[config.mk]
export PLATFORM = sky130hd
export DESIGN_NAME = rvv_backend_xrf_wb_buf_flat
export DESIGN_NICKNAME = d
export VERILOG_FILES = /design/src/rtl/rvv_backend_xrf_wb_buf_if.sv /design/src/rtl/rvv_backend_xrf_wb_buf.sv /design/src/flat_wrapper.sv
export SDC_FILE = /design/constraint.sdc
export NUM_CORES = 1
export LEC_CHECK = 0
export ABC_AREA = 0
export BUFFER_PORTS_ARGS = -buffer_cell sky130_fd_sc_hd__buf_2
export CAP_MARGIN = 40
export CORE_MARGIN = 2
export CORE_UTILIZATION = 28
export DETAILED_ROUTE_END_ITERATION = 12
export PLACE_DENSITY = 0.41
export SYNTH_ARGS = -nofsm -noshare
export SYNTH_HDL_FRONTEND = slang
export SYNTH_SLANG_ARGS = --single-unit
[constraint.sdc]
create_clock -name clk -period 9.3 [get_ports clk]
set_input_delay 1.86 -clock clk [delete_from_list [all_inputs] [get_ports clk]]
set_output_delay 1.86 -clock clk [all_outputs]
set_load 0.01 [all_outputs]
[src/rtl/rvv_backend_xrf_wb_buf_if.sv]
// Retire-to-scalar XRF write-back bundle: multi-port retire writes in, one scalar
// register write out, plus the occupancy count.
interface rvv_backend_xrf_wb_buf_if #(
    parameter int NUM_RT_UOP = 4,
    parameter int XLEN       = 32,
    parameter int IDX_W      = 5,
    parameter int CNT_W      = 4
);
    logic [NUM_RT_UOP-1:0]            wr_valid;
    logic [NUM_RT_UOP-1:0][XLEN-1:0]  wr_data;
    logic [NUM_RT_UOP-1:0][IDX_W-1:0] wr_index;
    logic [NUM_RT_UOP-1:0]            wr_ready;
    logic                             xrf_valid;
    logic [XLEN-1:0]                  xrf_data;
    logic [IDX_W-1:0]                 xrf_index;
    logic                             xrf_ready;
    logic [CNT_W-1:0]                 count;

    modport master (
        output wr_valid, wr_data, wr_index, xrf_ready,
        input  wr_ready, xrf_valid, xrf_data, xrf_index, count
    );

    modport slave (
        input  wr_valid, wr_data, wr_index, xrf_ready,
        output wr_ready, xrf_valid, xrf_data, xrf_index, count
    );
endinterface

[src/rtl/rvv_backend_xrf_wb_buf.sv]
// In-order write-back FIFO: compacts up to NUM_RT_UOP retire writes per cycle, drains one
// per cycle to the scalar XRF port. Define XRF_WB_BYPASS_EN for same-cycle empty bypass.
module rvv_backend_xrf_wb_buf #(
    parameter int DEPTH      = 8,
    parameter int NUM_RT_UOP = 4,
    parameter int XLEN       = 32,
    parameter int IDX_W      = 5,
    parameter int CNT_W      = $clog2(DEPTH) + 1
) (
    input  logic                           clk,
    input  logic                           rst,
    rvv_backend_xrf_wb_buf_if.slave        bus
);
    localparam int PTR_W = $clog2(DEPTH);
    localparam int ENT_W = XLEN + IDX_W;

    logic [ENT_W-1:0]      r_mem [DEPTH];
    logic [PTR_W-1:0]      r_wr_ptr;
    logic [PTR_W-1:0]      r_rd_ptr;
    logic [CNT_W-1:0]      r_count;

    logic [CNT_W-1:0]      w_free;
    logic [NUM_RT_UOP-1:0] w_wr_ready;
    logic [NUM_RT_UOP-1:0] w_push;
    logic [NUM_RT_UOP-1:0] w_store;
    logic [CNT_W-1:0]      w_prefix [NUM_RT_UOP+1];
    logic [CNT_W-1:0]      w_store_cnt;
    logic [PTR_W-1:0]      w_slot [NUM_RT_UOP];
    logic                  w_fifo_pop;
    logic                  w_byp_valid;
    logic                  w_bypass_take;
    logic [ENT_W-1:0]      w_byp_entry;
    logic [ENT_W-1:0]      w_out_entry;
    logic                  w_out_valid;

    // Ready looks only at registered occupancy so it never depends on this cycle's pop.
    assign w_free = CNT_W'(DEPTH) - r_count;

    generate
        for (genvar gi = 0; gi < NUM_RT_UOP; gi++) begin : g_port
            assign w_wr_ready[gi] = (w_free > CNT_W'(gi));
            assign w_push[gi]     = bus.wr_valid[gi] & w_wr_ready[gi];
            assign w_slot[gi]     = r_wr_ptr + PTR_W'(w_prefix[gi]) - PTR_W'(w_bypass_take);
        end
    endgenerate

`ifdef XRF_WB_BYPASS_EN
    assign w_byp_valid   = (r_count == '0) && (|w_push);
    assign w_bypass_take = w_byp_valid && bus.xrf_ready;

    always_comb begin
        w_byp_entry = '0;
        for (int p = NUM_RT_UOP - 1; p >= 0; p--) begin
            if (w_push[p]) begin
                w_byp_entry = {bus.wr_index[p], bus.wr_data[p]};
            end
        end
    end
`else
    assign w_byp_valid   = 1'b0;
    assign w_bypass_take = 1'b0;
    assign w_byp_entry   = '0;
`endif

    // Prefix popcount gives each accepted port its compacted offset from wr_ptr.
    always_comb begin
        w_prefix[0] = '0;
        w_store     = '0;
        for (int p = 0; p < NUM_RT_UOP; p++) begin
            w_prefix[p+1] = w_prefix[p] + CNT_W'(w_push[p]);
            w_store[p]    = w_push[p] && !(w_bypass_take && (w_prefix[p] == '0));
        end
        w_store_cnt = w_prefix[NUM_RT_UOP] - CNT_W'(w_bypass_take);
    end

    assign w_fifo_pop = (r_count != '0) && bus.xrf_ready;

    always_ff @(posedge clk or posedge rst) begin
        if (rst) begin
            r_wr_ptr <= '0;
            r_rd_ptr <= '0;
            r_count  <= '0;
        end else begin
            r_wr_ptr <= r_wr_ptr + PTR_W'(w_store_cnt);
            r_rd_ptr <= r_rd_ptr + PTR_W'(w_fifo_pop);
            r_count  <= r_count + w_store_cnt - CNT_W'(w_fifo_pop);
        end
    end

    always_ff @(posedge clk) begin
        for (int p = 0; p < NUM_RT_UOP; p++) begin
            if (w_store[p]) begin
                r_mem[w_slot[p]] <= {bus.wr_index[p], bus.wr_data[p]};
            end
        end
    end

    always_comb begin
        w_out_valid = 1'b0;
        w_out_entry = '0;
        if (r_count != '0) begin
            w_out_valid = 1'b1;
            w_out_entry = r_mem[r_rd_ptr];
        end else if (w_byp_valid) begin
            w_out_valid = 1'b1;
            w_out_entry = w_byp_entry;
        end
    end

    assign bus.wr_ready  = w_wr_ready;
    assign bus.xrf_valid = w_out_valid;
    assign bus.xrf_index = w_out_entry[ENT_W-1:XLEN];
    assign bus.xrf_data  = w_out_entry[XLEN-1:0];
    assign bus.count     = r_count;

endmodule

[src/flat_wrapper.sv]
// flat-port wrapper written by rule: the top's interface ports become plain ports
module rvv_backend_xrf_wb_buf_flat 
#(
    parameter int DEPTH      = 8,
    parameter int NUM_RT_UOP = 4,
    parameter int XLEN       = 32,
    parameter int IDX_W      = 5,
    parameter int CNT_W      = $clog2(DEPTH) + 1
)
  (clk, rst, bus_wr_valid, bus_wr_data, bus_wr_index, bus_xrf_ready, bus_wr_ready, bus_xrf_valid, bus_xrf_data, bus_xrf_index, bus_count);
  rvv_backend_xrf_wb_buf_if #(.NUM_RT_UOP(NUM_RT_UOP), .XLEN(XLEN), .IDX_W(IDX_W), .CNT_W(CNT_W)) bus_i ();
  input  logic clk;
  input  logic rst;
  input wire logic [$bits(bus_i.wr_valid)-1:0] bus_wr_valid;
  input wire logic [$bits(bus_i.wr_data)-1:0] bus_wr_data;
  input wire logic [$bits(bus_i.wr_index)-1:0] bus_wr_index;
  input wire logic [$bits(bus_i.xrf_ready)-1:0] bus_xrf_ready;
  output wire logic [$bits(bus_i.wr_ready)-1:0] bus_wr_ready;
  output wire logic [$bits(bus_i.xrf_valid)-1:0] bus_xrf_valid;
  output wire logic [$bits(bus_i.xrf_data)-1:0] bus_xrf_data;
  output wire logic [$bits(bus_i.xrf_index)-1:0] bus_xrf_index;
  output wire logic [$bits(bus_i.count)-1:0] bus_count;
  assign bus_i.wr_valid = bus_wr_valid;
  assign bus_i.wr_data = bus_wr_data;
  assign bus_i.wr_index = bus_wr_index;
  assign bus_i.xrf_ready = bus_xrf_ready;
  assign bus_wr_ready = bus_i.wr_ready;
  assign bus_xrf_valid = bus_i.xrf_valid;
  assign bus_xrf_data = bus_i.xrf_data;
  assign bus_xrf_index = bus_i.xrf_index;
  assign bus_count = bus_i.count;
  rvv_backend_xrf_wb_buf #(.DEPTH(DEPTH), .NUM_RT_UOP(NUM_RT_UOP), .XLEN(XLEN), .IDX_W(IDX_W), .CNT_W(CNT_W)) u_core (.clk(clk), .rst(rst), .bus(bus_i));
endmodule
After elaboration in Yosys (flattened, before gate mapping)
Memories as Yosys holds them, arrays and structs flattened.
Index checks and enable logic that the tools add are counted.
{"block": "word_totals", "ram_bits": 296, "n_memories": 1, "output_inout_bits": 46, "ff_bits": 10, "inputBits": 155, "word_cells": 35}
{"block": "classes", "n_mux": 10, "bitwise": 4, "n_addsub": 11, "n_lt_le_gt_ge": 4, "n_reduce_logical": 2}
{"name": "u_core.r_mem", "depth": 8, "word_bits": 37, "read_ports": 1, "rd_clocked_by_memory_dff": 0, "wr": 4, "line_no": "rvv_backend_xrf_wb_buf.sv:17", "source": "logic [ENT_W-1:0] r_mem [DEPTH];"}
{"op": "two-way mux 37 bit", "n": 1}
{"op": "two-way mux 1 bit", "n": 9}
{"op": "adder 4 x 1 -> 4 bit", "n": 2}
{"op": "> comparator 4 x 1 -> 1 bit (second input constant)", "n": 2}
{"op": "> comparator 4 x 2 -> 1 bit (second input constant)", "n": 2}
{"op": "adder 3 x 1 -> 3 bit", "n": 2}
{"op": "adder 3 bit", "n": 2}
{"op": "adder 4 bit", "n": 1}
{"op": "bitwise AND 1 bit", "n": 4}
{"op": "nonzero test 4 bit", "n": 1}
{"op": "subtractor 4 x 1 -> 4 bit", "n": 1}
{"op": "subtractor 4 bit (first input constant)", "n": 1}
{"op": "adder 3 x 2 -> 3 bit", "n": 1}
{"op": "adder 1 x 1 -> 2 bit", "n": 1}
{"op": "logical AND 1 bit", "n": 1}

Longest topological paths before layout
{"block": "depth", "word_depth": 8, "depth_mapped": 21, "depth_no_buf": 18}

Least setup slack after synthesis
OpenSTA, ideal clock, no wires.
{"block": "synth_path", "path_kind": "input to register", "start": "in bus_wr_valid[2]", "end": "mem u_core.r_mem[2][0] (netlist bit) (enable)", "setup_slack_ns": 3.002, "path_stages": 13, "arrival_ns": 5.614, "setup_ns": 0.685, "t_required_ns": 8.615, "n_path_buf": 3, "cell_sequence": "a21boi_0 -> clkbuf_1 -> nand2_1 -> fa_1 -> inv_1 -> ha_1 -> fa_1 -> xnor2_1 -> xnor2_1 -> or4_1 -> clkbuf_1 -> buf_2 -> nand4_1"}
{"element": "start: declaration", "line_no": "flat_wrapper.sv:14", "source": "input wire logic [$bits(bus_i.wr_valid)-1:0] bus_wr_valid;"}
{"element": "end: declaration", "line_no": "rvv_backend_xrf_wb_buf.sv:17"}

==> flow_metrics.tcl <==
set metrics [dict create \
    cts_sinks 306 \
    cp.depth 17 \
    detailed_place_hpwl_um 66000 \
    cp_cell_sequence "inv_1 > ha_1 > nand2b_1 > nor3_4 > inv_4 > buf_12 > nand2_1 > inv_1 > ha_4 > ha_1 > xor2_4 > buf_4 > and2_1 > nand3_2 > buf_4 > nand4_1 > buf_4" \
    ys_seq_elements 306 \
    syn_area_per_cell_um2 9.12 \
    post-route-util_pct 31.9 \
    number_of_endpoints_with_negative_hold_slack_in_the_final_report 0 \
    cp_data_required_time_ns 9.51 \
    floorplan.core_area_um2 81800 \
    n_fill_cell 8402 \
    cp_max_stage_delay_ns 0.75 \
    timing_max_transition_violations_final 0 \
    relSlewSlack_pct 37.9 \
    final_common_cell "sky130_fd_sc_hd__nand2_1" \
    finalCritPeriodShare_pct 67.1 \
    finalWeightedCongestion 0.792 \
    synth_nets 2707 \
    die_outline_area_um2 84600 \
    grt_use_met3_pct 5.18 \
    cp-startpoint "u_core.bus.count[0]$_DFF_PP0_" \
    start_util_pct 28.2 \
    layout_min_cycle_time_ns 6.24 \
    cts.reportedPaths.clkPinSlew_ns 0.06 \
    std_cell_rows 105 \
    nNetsFinal 2689 \
    grt.busiest_layer "met2" \
    reg2reg_to "u_core.r_mem[7][2]$_DFFE_PP_" \
    cts_resized 0 \
    worst_r2r_start "u_core.bus.count[0]$_DFF_PP0_" \
    setup.worst_path.end "u_core.r_mem[7][2]$_DFFE_PP_" \
    layout_setup_ws_ns 3.06 \
    synthDominantCellAreaShare_pct 38.6 \
    holdCritPathClass "reg -> reg" \
    timing.reg2reg.setup_slack_ns 3.06 \
    tritoncts.num_buffers 41 \
    worst_supply_voltage_drop_on_vdd_mv 0.325 \
    syn-instance-count 2526 \
    outcome "finished clean" \
    clock_skew_after_layout_ns 0.0161 \
    cts-hold-fix-buffers 0 \
    area_growth_syn_to_layout_pct 13.4 \
    grtUsageMet2_pct 41.3 \
    max_freq_mhz 160 \
    synth-warning-count 0 \
    clock_tree.buffer_depth 3 \
    dr.first_iter.drc_count 2278 \
    cts-htree-levels 2 \
    grt_first_pass_wirelength_um 158000 \
    post_place_worst_slack_ns 2.82 \
    worst-r2r-cell-count 17 \
    largest_net_degree_at_the_start_of_global_routing 69 \
    totalNegativeSetupSlack_ns 0 \
    critical_path.slowest_cell "sky130_fd_sc_hd__xor2_4" \
    first_global_vias 21620 \
    path_max_fanout 48 \
    boundaryPins 201 \
    detail_route.wirelength_um 111000 \
    die_width_um 291 \
    stdcell_area_um2 26100 \
    number_of_antenna_violations_at_the_first_check_in_global_routing 8 \
    synth_cell_types 54 \
    drcViolationCount 0 \
    clk_latency_ns 0.58 \
    grtUsageMet1_pct 33.0 \
    drt-wirelength-per-cell_um 30.7 \
    max_cap_viol_count 0 \
    postCtsSetupBuffers 0 \
    die_height_um 291 \
    total_placed_instance_area_um2 24900 \
    critPathTopFamily "buffers and inverters" \
    grt_use_total_pct 25.4 \
    detailed_route_via_count 21813 \
    worst-endpoint-arrival_ns 6.45 \
    kind_of_launch_point_of_the_worst_setup_path "flop" \
    total_leakage_power_nw 8.96 \
    synth-seq-area-share_pct 39.6 \
    final_layout_size_suffix_gt1_share_pct 19.1 \
    globalRoute.totalOverflow 0 \
    synth_area_leaders "sky130_fd_sc_hd__edfxtp_1, sky130_fd_sc_hd__a211oi_1, sky130_fd_sc_hd__mux4_2" \
    powerDensity_nw_per_um2 480 \
    syn_area_um2 23000 \
    rsz_0062_raised_after_global_routing "no" \
    worstPathBufferInverterCount 7 \
    endpoint_kind "flop" \
    route.antenna.remaining_nets 0 \
    clock_tree.root_cell "sky130_fd_sc_hd__clkbuf_16" \
    yosys.area.top_type "sky130_fd_sc_hd__edfxtp_1" \
    mostFrequentLayoutCells "sky130_fd_sc_hd__nand2_1, sky130_fd_sc_hd__edfxtp_1, sky130_fd_sc_hd__a211oi_1" \
    cts_tree "yes" \
    timing.final.setup_violations 0 \
    placement.io_buffers 200 \
    critical_path_class "reg -> reg" \
    detailedRoute.firstPassIterationCount 5 \
    path_common_cell "sky130_fd_sc_hd__buf_4" \
    max_slew.worst_pin.slew_ns 0.932 \
    routed_via_density 6.05 \
]
[cell usage after synthesis, drive strengths merged]
cell type / n
xnor2: 9
nand2: 309
nand4: 10
clkbuf: 158
nand3: 93
dfrtp: 10
buf: 183
o21ai: 446
or3b: 2
ha: 20
a21oi: 1
nand4bb: 1
nor4: 8
a221oi: 2
edfxtp: 296
o31ai: 75
nor3b: 5
a21o: 1
nor2: 48
a211oi: 294
mux4: 74
nor4b: 2
a21boi: 1
xor2: 4
mux2i: 37
o21a: 1
and3: 155
nor2b: 80
nor3: 155
nor4bb: 1
fa: 6
or4: 1
nand2b: 4
and2: 6
inv: 25
or3: 2
nand3b: 1
[through the flow]
stage | instances | hold WS (ns) | total power, mW
6_report | 3607 | 0.868 | 12.5
5_1_grt | 3606 | 0.911 | 13.2
4_1_cts | 3605 | 0.864 | 12.5
3_5_place_dp | 3535 | 0.852 | 11.0
3_3_place_gp | 3518 | 0.824 | 10.7
2_1_floorplan | 2526 | 0.497 | 7.87
[worst min path at each step]
stage	from	to	slack [ns]	cells after the start
5_1_grt	u_core.r_wr_ptr[0]$_DFF_PP0_	u_core.r_wr_ptr[0]$_DFF_PP0_	0.91	1
3_5_place_dp	u_core.r_wr_ptr[0]$_DFF_PP0_	u_core.r_wr_ptr[0]$_DFF_PP0_	0.85	1
6_report	u_core.r_rd_ptr[2]$_DFF_PP0_	u_core.r_rd_ptr[2]$_DFF_PP0_	0.87	1
3_3_place_gp	u_core.r_wr_ptr[0]$_DFF_PP0_	u_core.r_wr_ptr[0]$_DFF_PP0_	0.82	1
2_1_floorplan	u_core.r_rd_ptr[1]$_DFF_PP0_	u_core.r_rd_ptr[1]$_DFF_PP0_	0.50	1
4_1_cts	u_core.r_wr_ptr[0]$_DFF_PP0_	u_core.r_wr_ptr[0]$_DFF_PP0_	0.86	1
[power by group]
group / internal [mW] / switching (mW) / total (mW) / leakage (nW)
combinational: 2.51 / 5.13 / 7.64 / 5.46
sequential: 2.97 / 0.365 / 3.34 / 2.87
clock: 0.918 / 0.654 / 1.57 / 0.623
[layer usage]
metal	part of all wire, %	wire, um
met5	0.045	50
met4	3.8	4210
met3	8.7	9650
met2	46	51300
met1	41	45500
[flip-flops by register name, indices dropped and copies added (netlist names)]
signal and cells:
u_core.bus.count 4, u_core.r_mem 296, u_core.r_rd_ptr 3, u_core.r_wr_ptr 3
[layout make-up]
class	instances	area, um2	area share (%)
Antenna cell	2	5.00	0.0191
Clock buffer	55	1150	4.41
Clock inverter	15	120	0.460
Inverter	25	96.3	0.369
Multi-Input combinational cell	1854	12400	47.5
Sequential cell	306	9150	35.0
Tap cell	1070	1340	5.12
Timing Repair Buffer	280	1860	7.11
[cell families after synthesis]
| logic type | Yosys count | share of synthesized area, % |
|---|---|---|
| flip-flops | 306 | 39.6 |
| AO/OA/AOI/OAI | 821 | 22.4 |
| AND/OR/NAND/NOR | 883 | 19.5 |
| buffers and inverters | 366 | 7.44 |
| multiplexers | 111 | 8.84 |
| XOR/XNOR | 13 | 0.592 |
| adder cells (fa/ha/maj) | 26 | 1.61 |
No activity file was read; power rests on OpenSTA's default activity.
